[src/rtl/loader_pkg.sv]
// Shared definitions for the instruction-RAM loader: state encoding and size defaults.
// No logic; referenced by the loader top and its byte/word assembler.
// No flow control of its own.
package loader_pkg;

    localparam int DEFAULT_ADDR_WIDTH = 10;
    localparam int DEFAULT_MAX_WORDS  = 1024;

    typedef enum logic [2:0] {
        IDLE     = 3'd0,
        COUNT_HI = 3'd1,
        COUNT_LO = 3'd2,
        DATA     = 3'd3,
        WRITE    = 3'd4,
        DONE     = 3'd5,
        ERROR    = 3'd6
    } state_t;

endpackage

[src/rtl/byte_word_assembler.sv]
// Packs accepted bytes big-endian into 32-bit words using a shift register and 2-bit byte counter.
// Zero latency: word_next/word_complete are valid in the cycle the 4th byte is shifted in.
// No backpressure of its own; shifts only when the parent asserts shift_en.
module byte_word_assembler (
    input  logic        clock,
    input  logic        reset,
    input  logic        clear,
    input  logic        shift_en,
    input  logic [7:0]  byte_data,
    output logic [31:0] word_next,
    output logic        word_complete
);

    // The first three bytes are held here; the fourth joins straight from the
    // input so the full word is available on the same edge it is accepted.
    logic [23:0] shift_reg;
    logic [1:0]  byte_count;

    assign word_next     = {shift_reg, byte_data};
    assign word_complete = shift_en && (byte_count == 2'd3);

    // Shift in accepted bytes; a reset or new load discards any partial word.
    always_ff @(posedge clock or posedge reset) begin
        if (reset) begin
            shift_reg  <= '0;
            byte_count <= '0;
        end else if (clear) begin
            shift_reg  <= '0;
            byte_count <= '0;
        end else if (shift_en) begin
            shift_reg  <= word_next[23:0];
            byte_count <= byte_count + 2'd1;
        end
    end

endmodule

[src/rtl/instruction_ram_loader.sv]
// Loads a length-prefixed byte stream into instruction RAM as big-endian 32-bit words.
// Write strobe is registered: enable/address/data appear the cycle after the 4th byte of a word.
// byte_ready drops in WRITE, DONE, ERROR and IDLE; an offered byte waits until DATA resumes.
module instruction_ram_loader
    import loader_pkg::*;
#(
    parameter int ADDR_WIDTH = DEFAULT_ADDR_WIDTH,
    parameter int MAX_WORDS  = DEFAULT_MAX_WORDS
) (
    input  logic                  clock,
    input  logic                  reset,
    input  logic                  load_start,
    input  logic                  byte_valid,
    input  logic [7:0]            byte_data,
    output logic                  byte_ready,
    output logic [ADDR_WIDTH-1:0] i_ram_writing_address,
    output logic [31:0]           i_ram_input,
    output logic                  flag_write_i_ram,
    output logic                  loading,
    output logic                  load_done,
    output logic                  load_error
);

    state_t                state;
    state_t                state_next;
    logic [7:0]            count_hi;
    logic [15:0]           word_count;
    logic [ADDR_WIDTH-1:0] word_index;
    logic [15:0]           header_count;
    logic [31:0]           word_next;
    logic                  word_complete;
    logic                  accept;
    logic                  start;
    logic                  header_bad;
    logic                  last_word;

    assign accept       = byte_valid && byte_ready;
    assign start        = load_start && ((state == IDLE) || (state == ERROR));
    assign header_count = {count_hi, byte_data};
    assign header_bad   = (header_count == 16'd0) ||
                          ({16'd0, header_count} > 32'(MAX_WORDS));
    assign last_word    = ({{(32-ADDR_WIDTH){1'b0}}, word_index} ==
                           ({16'd0, word_count} - 32'd1));

    byte_word_assembler u_assembler (
        .clock         (clock),
        .reset         (reset),
        .clear         (start),
        .shift_en      (accept && (state == DATA)),
        .byte_data     (byte_data),
        .word_next     (word_next),
        .word_complete (word_complete)
    );

    // State register.
    always_ff @(posedge clock or posedge reset) begin
        if (reset) begin
            state <= IDLE;
        end else begin
            state <= state_next;
        end
    end

    // Next-state and state-decoded outputs.
    always_comb begin
        state_next = state;
        byte_ready = 1'b0;
        loading    = 1'b0;
        load_done  = 1'b0;
        load_error = 1'b0;
        case (state)
            IDLE: begin
                if (start) state_next = COUNT_HI;
            end
            COUNT_HI: begin
                byte_ready = 1'b1;
                loading    = 1'b1;
                if (accept) state_next = COUNT_LO;
            end
            COUNT_LO: begin
                byte_ready = 1'b1;
                loading    = 1'b1;
                if (accept) state_next = header_bad ? ERROR : DATA;
            end
            DATA: begin
                byte_ready = 1'b1;
                loading    = 1'b1;
                if (word_complete) state_next = WRITE;
            end
            WRITE: begin
                loading    = 1'b1;
                state_next = last_word ? DONE : DATA;
            end
            DONE: begin
                load_done  = 1'b1;
                state_next = IDLE;
            end
            ERROR: begin
                load_error = 1'b1;
                if (start) state_next = COUNT_HI;
            end
            default: state_next = IDLE;
        endcase
    end

    // Header capture, word index and the registered RAM write port; address
    // and data only change when a new word is written, otherwise they hold.
    always_ff @(posedge clock or posedge reset) begin
        if (reset) begin
            count_hi              <= '0;
            word_count            <= '0;
            word_index            <= '0;
            flag_write_i_ram      <= 1'b0;
            i_ram_writing_address <= '0;
            i_ram_input           <= '0;
        end else begin
            flag_write_i_ram <= word_complete;
            if (start) begin
                count_hi   <= '0;
                word_count <= '0;
                word_index <= '0;
            end
            if (accept && (state == COUNT_HI)) count_hi <= byte_data;
            if (accept && (state == COUNT_LO)) word_count <= header_count;
            if ((state == WRITE) && !last_word) word_index <= word_index + ADDR_WIDTH'(1);
            if (word_complete) begin
                i_ram_writing_address <= word_index;
                i_ram_input           <= word_next;
            end
        end
    end

endmodule

[config.mk]
export PLATFORM = sky130hd
export DESIGN_NAME = instruction_ram_loader
export DESIGN_NICKNAME = d
export VERILOG_FILES = /design/src/rtl/loader_pkg.sv /design/src/rtl/byte_word_assembler.sv /design/src/rtl/instruction_ram_loader.sv
export SDC_FILE = /design/constraint.sdc
export NUM_CORES = 1
export LEC_CHECK = 0
export CORE_UTILIZATION = 45
export CTS_CLUSTER_DIAMETER = 150
export DETAILED_ROUTE_END_ITERATION = 6
export PLACE_DENSITY = 0.67
export SYNTH_ARGS = -nofsm -noshare
export SYNTH_HDL_FRONTEND = slang
export SYNTH_SLANG_ARGS = --single-unit
[constraint.sdc]
create_clock -name clock -period 4.1 [get_ports clock]
set_input_delay 0.82 -clock clock [delete_from_list [all_inputs] [get_ports clock]]
set_output_delay 0.82 -clock clock [all_outputs]
set_load 0.01 [all_outputs]
==> results of run 1 <==
[routing by layer]
layer	vias up	track usage, %
li1	1803	-
met5	-	0
met4	0	7.242
met3	14	4.905
met2	83	34.88
met1	1849	27.89
[stage by stage]
stage	utilization [%]	std cells	cell area (sq um)	power, mW	hold slack, ns
2_1_floorplan	-	488	4905	2.279	0.4708
3_3_place_gp	53.68	661	5617	2.606	0.4661
3_5_place_dp	53.68	661	5617	2.644	0.4779
4_1_cts	55.64	677	5822	3.301	0.5017
5_1_grt	55.64	677	5822	3.517	0.5233
6_report	55.64	677	5822	3.284	0.5019
[power by group through the flow]
| stage | combinational [mW] | clock [mW] | sequential [mW] |
|---|---|---|---|
| after global routing | 1.24 | 0.709 | 1.56 |
| after floorplan | 0.849 | 0 | 1.43 |
| after global placement | 1.07 | 0 | 1.53 |
| after detailed placement | 1.10 | 0 | 1.54 |
| after CTS | 1.11 | 0.669 | 1.52 |
| final | 1.11 | 0.649 | 1.53 |
[area by class of cell]
cell class	instances	area, sq um	area share [%]
Timing Repair Buffer	66	640.6	11.00
Clock buffer	10	137.6	2.364
Multi-Input combinational cell	340	2102	36.11
Inverter	13	51.30	0.8812
Clock inverter	6	67.56	1.161
Tap cell	136	170.2	2.923
Sequential cell	106	2653	45.56
[how the worst max path moves through the flow]
| stage | startpoint | endpoint | slack (ns) | cells after the start |
|---|---|---|---|---|
| after floorplan | reset | count_hi[0]$_DFFE_PP0P_ | 0.49 | 1 |
| after global placement | word_count[0]$_DFFE_PP0P_ | word_index[1]$_DFFE_PP0P_ | 0.94 | 7 |
| after detailed placement | word_count[2]$_DFFE_PP0P_ | word_index[1]$_DFFE_PP0P_ | 0.83 | 7 |
| after CTS | word_count[0]$_DFFE_PP0P_ | word_index[1]$_DFFE_PP0P_ | 0.82 | 7 |
| after global routing | word_count[2]$_DFFE_PP0P_ | word_index[1]$_DFFE_PP0P_ | 0.53 | 7 |
| final | word_count[2]$_DFFE_PP0P_ | word_index[1]$_DFFE_PP0P_ | 0.80 | 7 |
[cells by family (layout without fill, tap and decap cells)]
| kind of cell | count (synthesis) | count (layout) | synth area share (%) |
|---|---|---|---|
| xor+xnor | 15 | 15 | 2.678 |
| simple gates | 186 | 186 | 17.88 |
| mux | 41 | 41 | 9.413 |
| fa+ha+maj | 3 | 3 | 0.7654 |
| buf+inv | 42 | 95 | 3.240 |
| compound gates | 95 | 95 | 11.94 |
| flops | 106 | 106 | 54.08 |
[synthesized netlist by cell type (4+ instances only)]
master    count  area, sq um
o21ai_0      27        135.1
inv_1        13        48.80
xnor2_1      11        96.34
o21ai_1       4        20.02
a21oi_1      29        145.1
nor4b_1       4        35.03
nand3_1      10        50.05
clkbuf_1     27        101.4
xor2_1        4        35.03
nor2_1       13        48.80
a21o_1        5        37.54
nand2_1     111        416.7
o31ai_1       4        30.03
nor3_1       13        65.06
nor4_1        7        43.79
dfrtp_1     106         2653
and3_1        8        50.05
mux2_2       40        450.4
[critical path, delay by kind of cell, from the launching register on]
family	cells	cell delay (ns)
AO/OA/AOI/OAI	1	0.23
AND/OR/NAND/NOR	5	2.18
flip-flops	1	0.46
multiplexers	1	0.32
==> impl_metrics.json, run 1 <==
{
  "nets": 551,
  "initial_core_util_pct": 46.88,
  "ios": 59,
  "layout_commonest_cell": "nand2_1",
  "die_y_microns": 106.4,
  "p_comb_share_pct": 33.7,
  "fin_crit_sh_pct": 80.48,
  "design.core.area_sq_um": 10460,
  "ir_drop_mv": 0.2498,
  "finalHoldViolations": 0,
  "synth_warnings": 0,
  "dieArea_sq_um": 11320,
  "criticalPathCategory": "flop to flop",
  "postRouteAntennaNets": 0,
  "drt-initial-drc-count": 165,
  "wl_met1_mm": 4.938,
  "final_cell_mix": "110 x nand2_1, 106 x dfrtp_1, 58 x clkdlybuf4s50_1, 40 x mux2_2, 29 x a21oi_1",
  "cts_tree": "yes",
  "grt_max_degree": 48,
  "cts-root-buf": "clkbuf_8",
  "cp.arrival_ns": 3.55,
  "antenna_cells": 0,
  "crit_slowest_cell": "or4_1",
  "holdPathStages": 2,
  "drc_errors": 0,
  "ys_seq_area_share_pct": 54.08,
  "fillers": 963,
  "grt_overflow_total": 0,
  "max_freq_mhz": 303.1,
  "fp-row-count": 37,
  "dp_hpwl_mm": 7.515,
  "r2r_slack_ns": 0.80,
  "avgSynthCellArea_sq_um": 10.05,
  "clk_latency_ns": 0.37,
  "clk_pin_slew_worst_paths_ns": 0.10,
  "min_to": "i_ram_writing_address[5]$_DFFE_PP0P_",
  "synth-edff-count": 0,
  "cp.required_ns": 4.35,
  "final_max_slew_viol_count": 0,
  "wl_met2_mm": 5.577,
  "cts_setup_buffers": 0,
  "synthDistinctLibCells": 52,
  "power_density_nw_per_um2": 564.0,
  "largest_register_ffs": 32,
  "worstMarginPinSlew_ns": 0.6503,
  "wire_per_inst_microns": 16.52,
  "met3WireLength_microns": 485,
  "clk_path_buf_depth": 2,
  "period_needed_ns": 3.300,
  "skew_ns": 0.01015,
  "slowest_delay_ns": 0.66,
  "drv_cap": 0,
  "rsz0062_at_grt": "no",
  "viasPerCell": 5.538,
  "vias": 3749,
  "area_growth_syn_to_layout_pct": 18.70,
  "port_buffers": 58,
  "setup_ws_ns": 0.8003,
  "seqPwrFrac_pct": 46.5,
  "drt-total-wl_mm": 11.18,
  "layout-drive-gt1-share_pct": 13.86,
  "cp-end-kind": "flop",
  "fp.dieW_microns": 106.4,
  "ff2ff_path_depth": 7,
  "synth_ff_type": "dfrtp_1",
  "grt_pass1_wl_mm": 18.84,
  "finalSetupViolCount": 0,
  "antenna_found_initial": 0,
  "syn_inst": 488,
  "switching_share_pct": 39.43,
  "p_switching_mw": 1.295,
  "tns_ns": 0,
  "htree_levels": 3,
  "p_int_mw": 1.989,
  "pre_cts_ws_ns": 0.8264,
  "ctsResizeCount": 0,
  "cts-buffers-inserted": 9,
  "syn-num-nets": 503,
  "timing.rr.end": "word_index[1]$_DFFE_PP0P_",
  "leakage_nw": 2.617,
  "grt_pass1_vias": 3687,
  "holdCritPathClass": "flop to flop",
  "netlist_area_sq_um": 4905,
  "hold_path_startpoint": "i_ram_writing_address[5]$_DFFE_PP0P_",
  "async_reset_ff_share_pct": 100.0,
  "highest_layer": "met4",
  "gp_congestion": 0.8508,
  "cts-hold-fix-buffers": 0,
  "p_clk_share_pct": 19.8,
  "start_kind": "flop",
  "max_slew_margin_pct": 56.25,
  "crit_fanout": 10,
  "ys_ff_latch": 106,
  "status": "finished clean",
  "firstDrtPassIters": 4,
  "clock-sinks": 106,
  "r2r_start": "word_count[2]$_DFFE_PP0P_",
  "worstPathCellList": "or4_1 > or4b_1 > a211oi_2 > nor3_1 > nor4_4 > or2b_4 > mux2_1",
  "grt_usage_pct": 21.33
}
Power figures use the tool's default switching activity.
==> run 2: changes to the inputs <==
clock period = 3.4 ns   (was 4.1 ns; I/O delays follow)
==> run 2 against run 1 <==
Against the previous run: clock skew is 0.0083 ns higher; setup slack got worse by 0.40 ns; count of clock-buffer cells in the layout shrank 1; sequential cell count unchanged; sequential share of layout area up 0.069 points; first-iteration DRC count up 42%; critical path type unchanged; largest power group unchanged.
==> impl_metrics.json, run 2 (synthesized netlist as in run 1, its figures left out) <==
{
  "fillers": 956,
  "antenna_cells": 0,
  "max_freq_mhz": 332.9,
  "slowest_delay_ns": 0.66,
  "min_to": "i_ram_writing_address[8]$_DFFE_PP0P_",
  "cp.arrival_ns": 3.27,
  "clk_latency_ns": 0.38,
  "ir_drop_mv": 0.4474,
  "seqCellArea_sq_um": 2653,
  "holdPathStages": 2,
  "fp.dieW_microns": 106.4,
  "drv_cap": 0,
  "grt_overflow_total": 0,
  "ios": 59,
  "nets": 552,
  "worstMarginPinSlew_ns": 0.7090,
  "status": "finished clean",
  "tns_ns": 0,
  "dp_hpwl_mm": 7.483,
  "holdCritPathClass": "flop to flop",
  "p_switching_mw": 1.519,
  "antenna_found_initial": 0,
  "grt_pass1_wl_mm": 18.47,
  "initial_core_util_pct": 46.88,
  "gp_congestion": 0.8574,
  "total_power_mw": 3.880,
  "fin_crit_sh_pct": 88.36,
  "clock-sinks": 106,
  "drt-initial-drc-count": 234,
  "worstPathCellList": "or4_1 > or4b_1 > a211oi_2 > nor3_1 > nor4_4 > buf_4 > nor4b_1 > a211o_1",
  "wire_per_inst_microns": 16.08,
  "p_int_mw": 2.361,
  "drc_errors": 0,
  "vias": 3753,
  "clk_pin_slew_worst_paths_ns": 0.10,
  "layout_commonest_cell": "nand2_1",
  "switching_share_pct": 39.16,
  "power_density_nw_per_um2": 667.4,
  "cts-hold-fix-buffers": 0,
  "ff2ff_path_depth": 8,
  "grt_pass1_vias": 3751,
  "start_kind": "flop",
  "crit_slowest_cell": "or4_1",
  "r2r_start": "word_count[2]$_DFFE_PP0P_",
  "largest_register_ffs": 32,
  "multiInputGateArea_sq_um": 2102,
  "r2r_slack_ns": 0.40,
  "crit_fanout": 9,
  "cts-root-buf": "clkbuf_8",
  "p_clk_share_pct": 18.6,
  "fp-row-count": 37,
  "leakage_nw": 2.603,
  "timing.rr.end": "word_index[2]$_DFFE_PP0P_",
  "cts-buffers-inserted": 9,
  "port_buffers": 58,
  "critPathBufInv": 1,
  "grt_max_degree": 51,
  "ctsResizeCount": 0,
  "postRouteAntennaNets": 0,
  "skew_ns": 0.01843,
  "htree_levels": 3,
  "final_max_slew_viol_count": 0,
  "viasPerCell": 5.544,
  "final_cell_mix": "110 x nand2_1, 106 x dfrtp_1, 58 x clkdlybuf4s50_1, 40 x mux2_2, 29 x a21oi_1",
  "max_slew_margin_pct": 52.29,
  "dieArea_sq_um": 11320,
  "drt-total-wl_mm": 10.89,
  "die_y_microns": 106.4,
  "finalSetupViolCount": 0,
  "layout-drive-gt1-share_pct": 13.86,
  "grt_usage_pct": 20.83,
  "clk_path_buf_depth": 2,
  "design.core.area_sq_um": 10460,
  "cts_tree": "yes",
  "rsz0062_at_grt": "no",
  "period_needed_ns": 3.004,
  "seqPwrFrac_pct": 47.4,
  "p_comb_share_pct": 34.0,
  "firstDrtPassIters": 5,
  "path_delay_family": "simple AND/OR/NAND/NOR gates",
  "criticalPathCategory": "flop to flop",
  "cts_setup_buffers": 0,
  "hold_path_startpoint": "i_ram_writing_address[8]$_DFFE_PP0P_",
  "cp-end-kind": "flop",
  "cp.required_ns": 3.67,
  "finalHoldViolations": 0,
  "area_growth_syn_to_layout_pct": 18.52
}
-- run 2: cell types whose count changed in the layout (fill, tap and decap cells not counted), sizes merged --
cell	before	now
inv	16	14
buf	8	9
clkinv	3	2
clkbuf	10	9
clkinvlp	0	3
-- run 2: per-stage QoR --
| stage | hold slack [ns] | instances | utilization (%) | worst slack, ns | cell area (sq um) |
|---|---|---|---|---|---|
| 3_5_place_dp | 0.4922 | 662 | 53.89 | 0.4290 | 5638 |
| 6_report | 0.5030 | 677 | 55.56 | 0.3957 | 5813 |
| 3_3_place_gp | 0.4650 | 662 | 53.89 | 0.5257 | 5638 |
| 4_1_cts | 0.5150 | 677 | 55.56 | 0.4110 | 5813 |
| 5_1_grt | 0.5231 | 677 | 55.56 | 0.1882 | 5813 |
| 2_1_floorplan | 0.4708 | 488 | - | 0.4324 | 4908 |
-- run 2: worst max path at each step --
stage | slack (ns) | depth (start not counted) | to | startpoint
after floorplan | 0.43 | 8 | word_index[1]$_DFFE_PP0P_ | word_count[0]$_DFFE_PP0P_
after global placement | 0.53 | 8 | word_index[2]$_DFFE_PP0P_ | word_count[0]$_DFFE_PP0P_
after detailed placement | 0.43 | 8 | word_index[2]$_DFFE_PP0P_ | word_count[2]$_DFFE_PP0P_
after CTS | 0.41 | 8 | word_index[2]$_DFFE_PP0P_ | word_count[2]$_DFFE_PP0P_
after global routing | 0.19 | 10 | word_index[2]$_DFFE_PP0P_ | word_count[0]$_DFFE_PP0P_
final | 0.40 | 8 | word_index[2]$_DFFE_PP0P_ | word_count[2]$_DFFE_PP0P_
-- run 2: final cells by class --
type / count / area share (%)
Clock buffer: 9 / 2.131
Inverter: 13 / 0.9040
Multi-Input combinational cell: 340 / 36.16
Sequential cell: 106 / 45.63
Clock inverter: 6 / 0.8825
Timing Repair Buffer: 67 / 11.36
Tap cell: 136 / 2.927
-- run 2: worst register-to-register path: cells and delay by family (launching register included) --
family | cells | cell delay, ns
and+or+nand+nor | 5 | 1.70
AOI/OAI and AO/OA | 2 | 0.50
DFF | 1 | 0.48
buffers and inverters | 1 | 0.22
-- run 2: power groups by stage --
stage | Combinational, mW | Sequential, mW | Clock, mW
floorplan | 1.02 | 1.72 | 0
global placement | 1.30 | 1.84 | 0
CTS | 1.33 | 1.83 | 0.749
global route | 1.48 | 1.89 | 0.791
detailed placement | 1.33 | 1.86 | 0
finish | 1.32 | 1.84 | 0.723
-- run 2: routing by layer --
metal  track usage, %  wire length [microns]  vias to the layer above
met1            26.56                   4904                     1858
met4            5.456                    167                        0
met5                0                      0                        -
met2            34.60                   5275                       83
li1                 -                      -                     1798
met3            6.009                    536                       14
==> run 3: changes to the inputs <==
CORE_UTILIZATION = 55   (was 45)
PLACE_DENSITY = 0.79   (was 0.67)
clock period = 3.3 ns   (was 3.4 ns; I/O delays follow)
==> run 3 against run 2 <==
Against the previous run: first-iteration DRC count fell by 23%; die area decreased by 18%; non-clock buffer count is 1 higher; critical endpoint unchanged; critical path type unchanged; maximum frequency grew 1.4%; final cell count shrank 3.8%; sequential share of layout area decreased by 0.12 points; sequential cell count is the same.
==> impl_metrics.json, run 3 (synthesized netlist as in run 1, its figures left out) <==
{
  "criticalPathCategory": "flop to flop",
  "power_density_nw_per_um2": 703.7,
  "clock-sinks": 106,
  "leakage_nw": 2.633,
  "fin_crit_sh_pct": 89.79,
  "p_comb_share_pct": 33.8,
  "skew_ns": 0.01024,
  "placed_cell_area_sq_um": 5623,
  "holdCritPathClass": "flop to flop",
  "grt_max_degree": 54,
  "timing.rr.end": "word_index[2]$_DFFE_PP0P_",
  "postRouteAntennaNets": 0,
  "whs_ns": 0.4935,
  "pre_cts_ws_ns": 0.3269,
  "max_freq_mhz": 337.5,
  "drt-initial-drc-count": 180,
  "start_kind": "flop",
  "clk_pin_slew_worst_paths_ns": 0.11,
  "largest_register_ffs": 32,
  "wire_per_inst_microns": 16.77,
  "min_to": "i_ram_writing_address[5]$_DFFE_PP0P_",
  "layout-drive-gt1-share_pct": 14.18,
  "cp.required_ns": 3.56,
  "drt-total-wl_mm": 10.92,
  "p_int_mw": 2.485,
  "final_cell_mix": "110 x nand2_1, 106 x dfrtp_1, 58 x clkdlybuf4s50_1, 40 x mux2_2, 29 x a21oi_1",
  "finalHoldViolations": 0,
  "ff2ff_path_depth": 8,
  "place_inst": 635,
  "clk_latency_ns": 0.37,
  "r2r_start": "word_count[2]$_DFFE_PP0P_",
  "antenna_cells": 0,
  "design.core.area_sq_um": 8678,
  "cts_setup_buffers": 0,
  "ctsResizeCount": 0,
  "ir_drop_mv": 0.3503,
  "r2r_slack_ns": 0.34,
  "design_area_sq_um": 5828,
  "final_cell_count_no_fill": 651,
  "grt_pass1_wl_mm": 17.69,
  "cts-buffers-inserted": 9,
  "fp.dieW_microns": 96.44,
  "area_growth_syn_to_layout_pct": 18.83,
  "grt_usage_pct": 25.07,
  "viasPerCell": 5.836,
  "hold_path_startpoint": "i_ram_writing_address[5]$_DFFE_PP0P_",
  "cts-root-buf": "clkbuf_8",
  "cts_tree": "yes",
  "finalSetupViolCount": 0,
  "holdPathStages": 2,
  "switching_share_pct": 39.40,
  "antenna_found_initial": 0,
  "crit_fanout": 9,
  "drv_cap": 0,
  "dp_hpwl_mm": 7.519,
  "cts-hold-fix-buffers": 0,
  "setup_ws_ns": 0.3368,
  "grt_pass1_vias": 3610,
  "cp.arrival_ns": 3.23,
  "nets": 553,
  "ios": 59,
  "drc_errors": 0,
  "status": "finished clean",
  "layout_commonest_cell": "nand2_1",
  "final_max_slew_viol_count": 0,
  "clk_path_buf_depth": 2,
  "p_clk_share_pct": 20.0,
  "port_buffers": 58,
  "period_needed_ns": 2.963,
  "max_slew_margin_pct": 55.26,
  "tns_ns": 0,
  "initial_core_util_pct": 56.52,
  "gp_congestion": 0.9221,
  "firstDrtPassIters": 4,
  "grt_overflow_total": 0,
  "p_switching_mw": 1.616,
  "die_y_microns": 96.44,
  "seqPwrFrac_pct": 46.2,
  "htree_levels": 3,
  "worstMarginPinSlew_ns": 0.6698,
  "dieArea_sq_um": 9300,
  "fp-row-count": 34,
  "cp-end-kind": "flop",
  "vias": 3799,
  "rsz0062_at_grt": "no"
}
## run 3: changes by cell type in the layout (fill, tap and decap cells not counted), sizes merged
cell	delta
clkinv	+1
clkinvlp	-2
buf	+1
inv	+1
clkbuf	+1
## run 3: through the flow
stage / util, % / total power, mW
2_1_floorplan: - / 2.832
6_report: 67.16 / 4.101
4_1_cts: 67.16 / 4.111
5_1_grt: 67.16 / 4.361
3_5_place_dp: 64.79 / 3.288
3_3_place_gp: 64.79 / 3.242
## run 3: worst max-delay path by stage
stage	startpoint	endpoint	slack, ns	cells past startpoint
6_report	word_count[2]$_DFFE_PP0P_	word_index[2]$_DFFE_PP0P_	0.34	8
5_1_grt	word_count[0]$_DFFE_PP0P_	word_index[2]$_DFFE_PP0P_	0.13	10
4_1_cts	word_count[2]$_DFFE_PP0P_	word_index[2]$_DFFE_PP0P_	0.32	8
3_5_place_dp	word_count[2]$_DFFE_PP0P_	word_index[2]$_DFFE_PP0P_	0.33	8
3_3_place_gp	word_count[0]$_DFFE_PP0P_	word_index[2]$_DFFE_PP0P_	0.43	8
2_1_floorplan	word_count[0]$_DFFE_PP0P_	word_index[1]$_DFFE_PP0P_	0.33	8
## run 3: power groups by stage
| stage | clock network (mW) | logic, mW | registers (mW) |
|---|---|---|---|
| 2_1_floorplan | 0 | 1.05 | 1.78 |
| 3_3_place_gp | 0 | 1.34 | 1.90 |
| 3_5_place_dp | 0 | 1.37 | 1.91 |
| 4_1_cts | 0.841 | 1.38 | 1.89 |
| 5_1_grt | 0.886 | 1.54 | 1.94 |
| 6_report | 0.821 | 1.38 | 1.90 |
## run 3: final cells by class
type,count,area (sq um)
fillers,694,2850
repair buffers,68,680.7
well taps,108,135.1
multi-input cells,340,2102
inverters,13,52.55
clock buffers,10,137.6
flip-flops and latches,106,2653
clock inverters,6,67.56
## run 3: metal layers
| metal | track usage [%] | up-vias | share of wire, % |
|---|---|---|---|
| met3 | 6.573 | 12 | 5.4 |
| met5 | 0 | - | 0 |
| li1 | - | 1802 | - |
| met2 | 41.37 | 88 | 49 |
| met4 | 6.005 | 0 | 1.1 |
| met1 | 33.28 | 1897 | 44 |
## run 3: worst max-delay path, cell delays in order (launching register included)
cell and delay [ns]:
dfrtp_1 0.47, or4_1 0.66, o31a_1 0.33, a2111oi_0 0.37
nor3_1 0.17, nor4_4 0.31, buf_4 0.21, nor4b_1 0.06
a211o_1 0.28
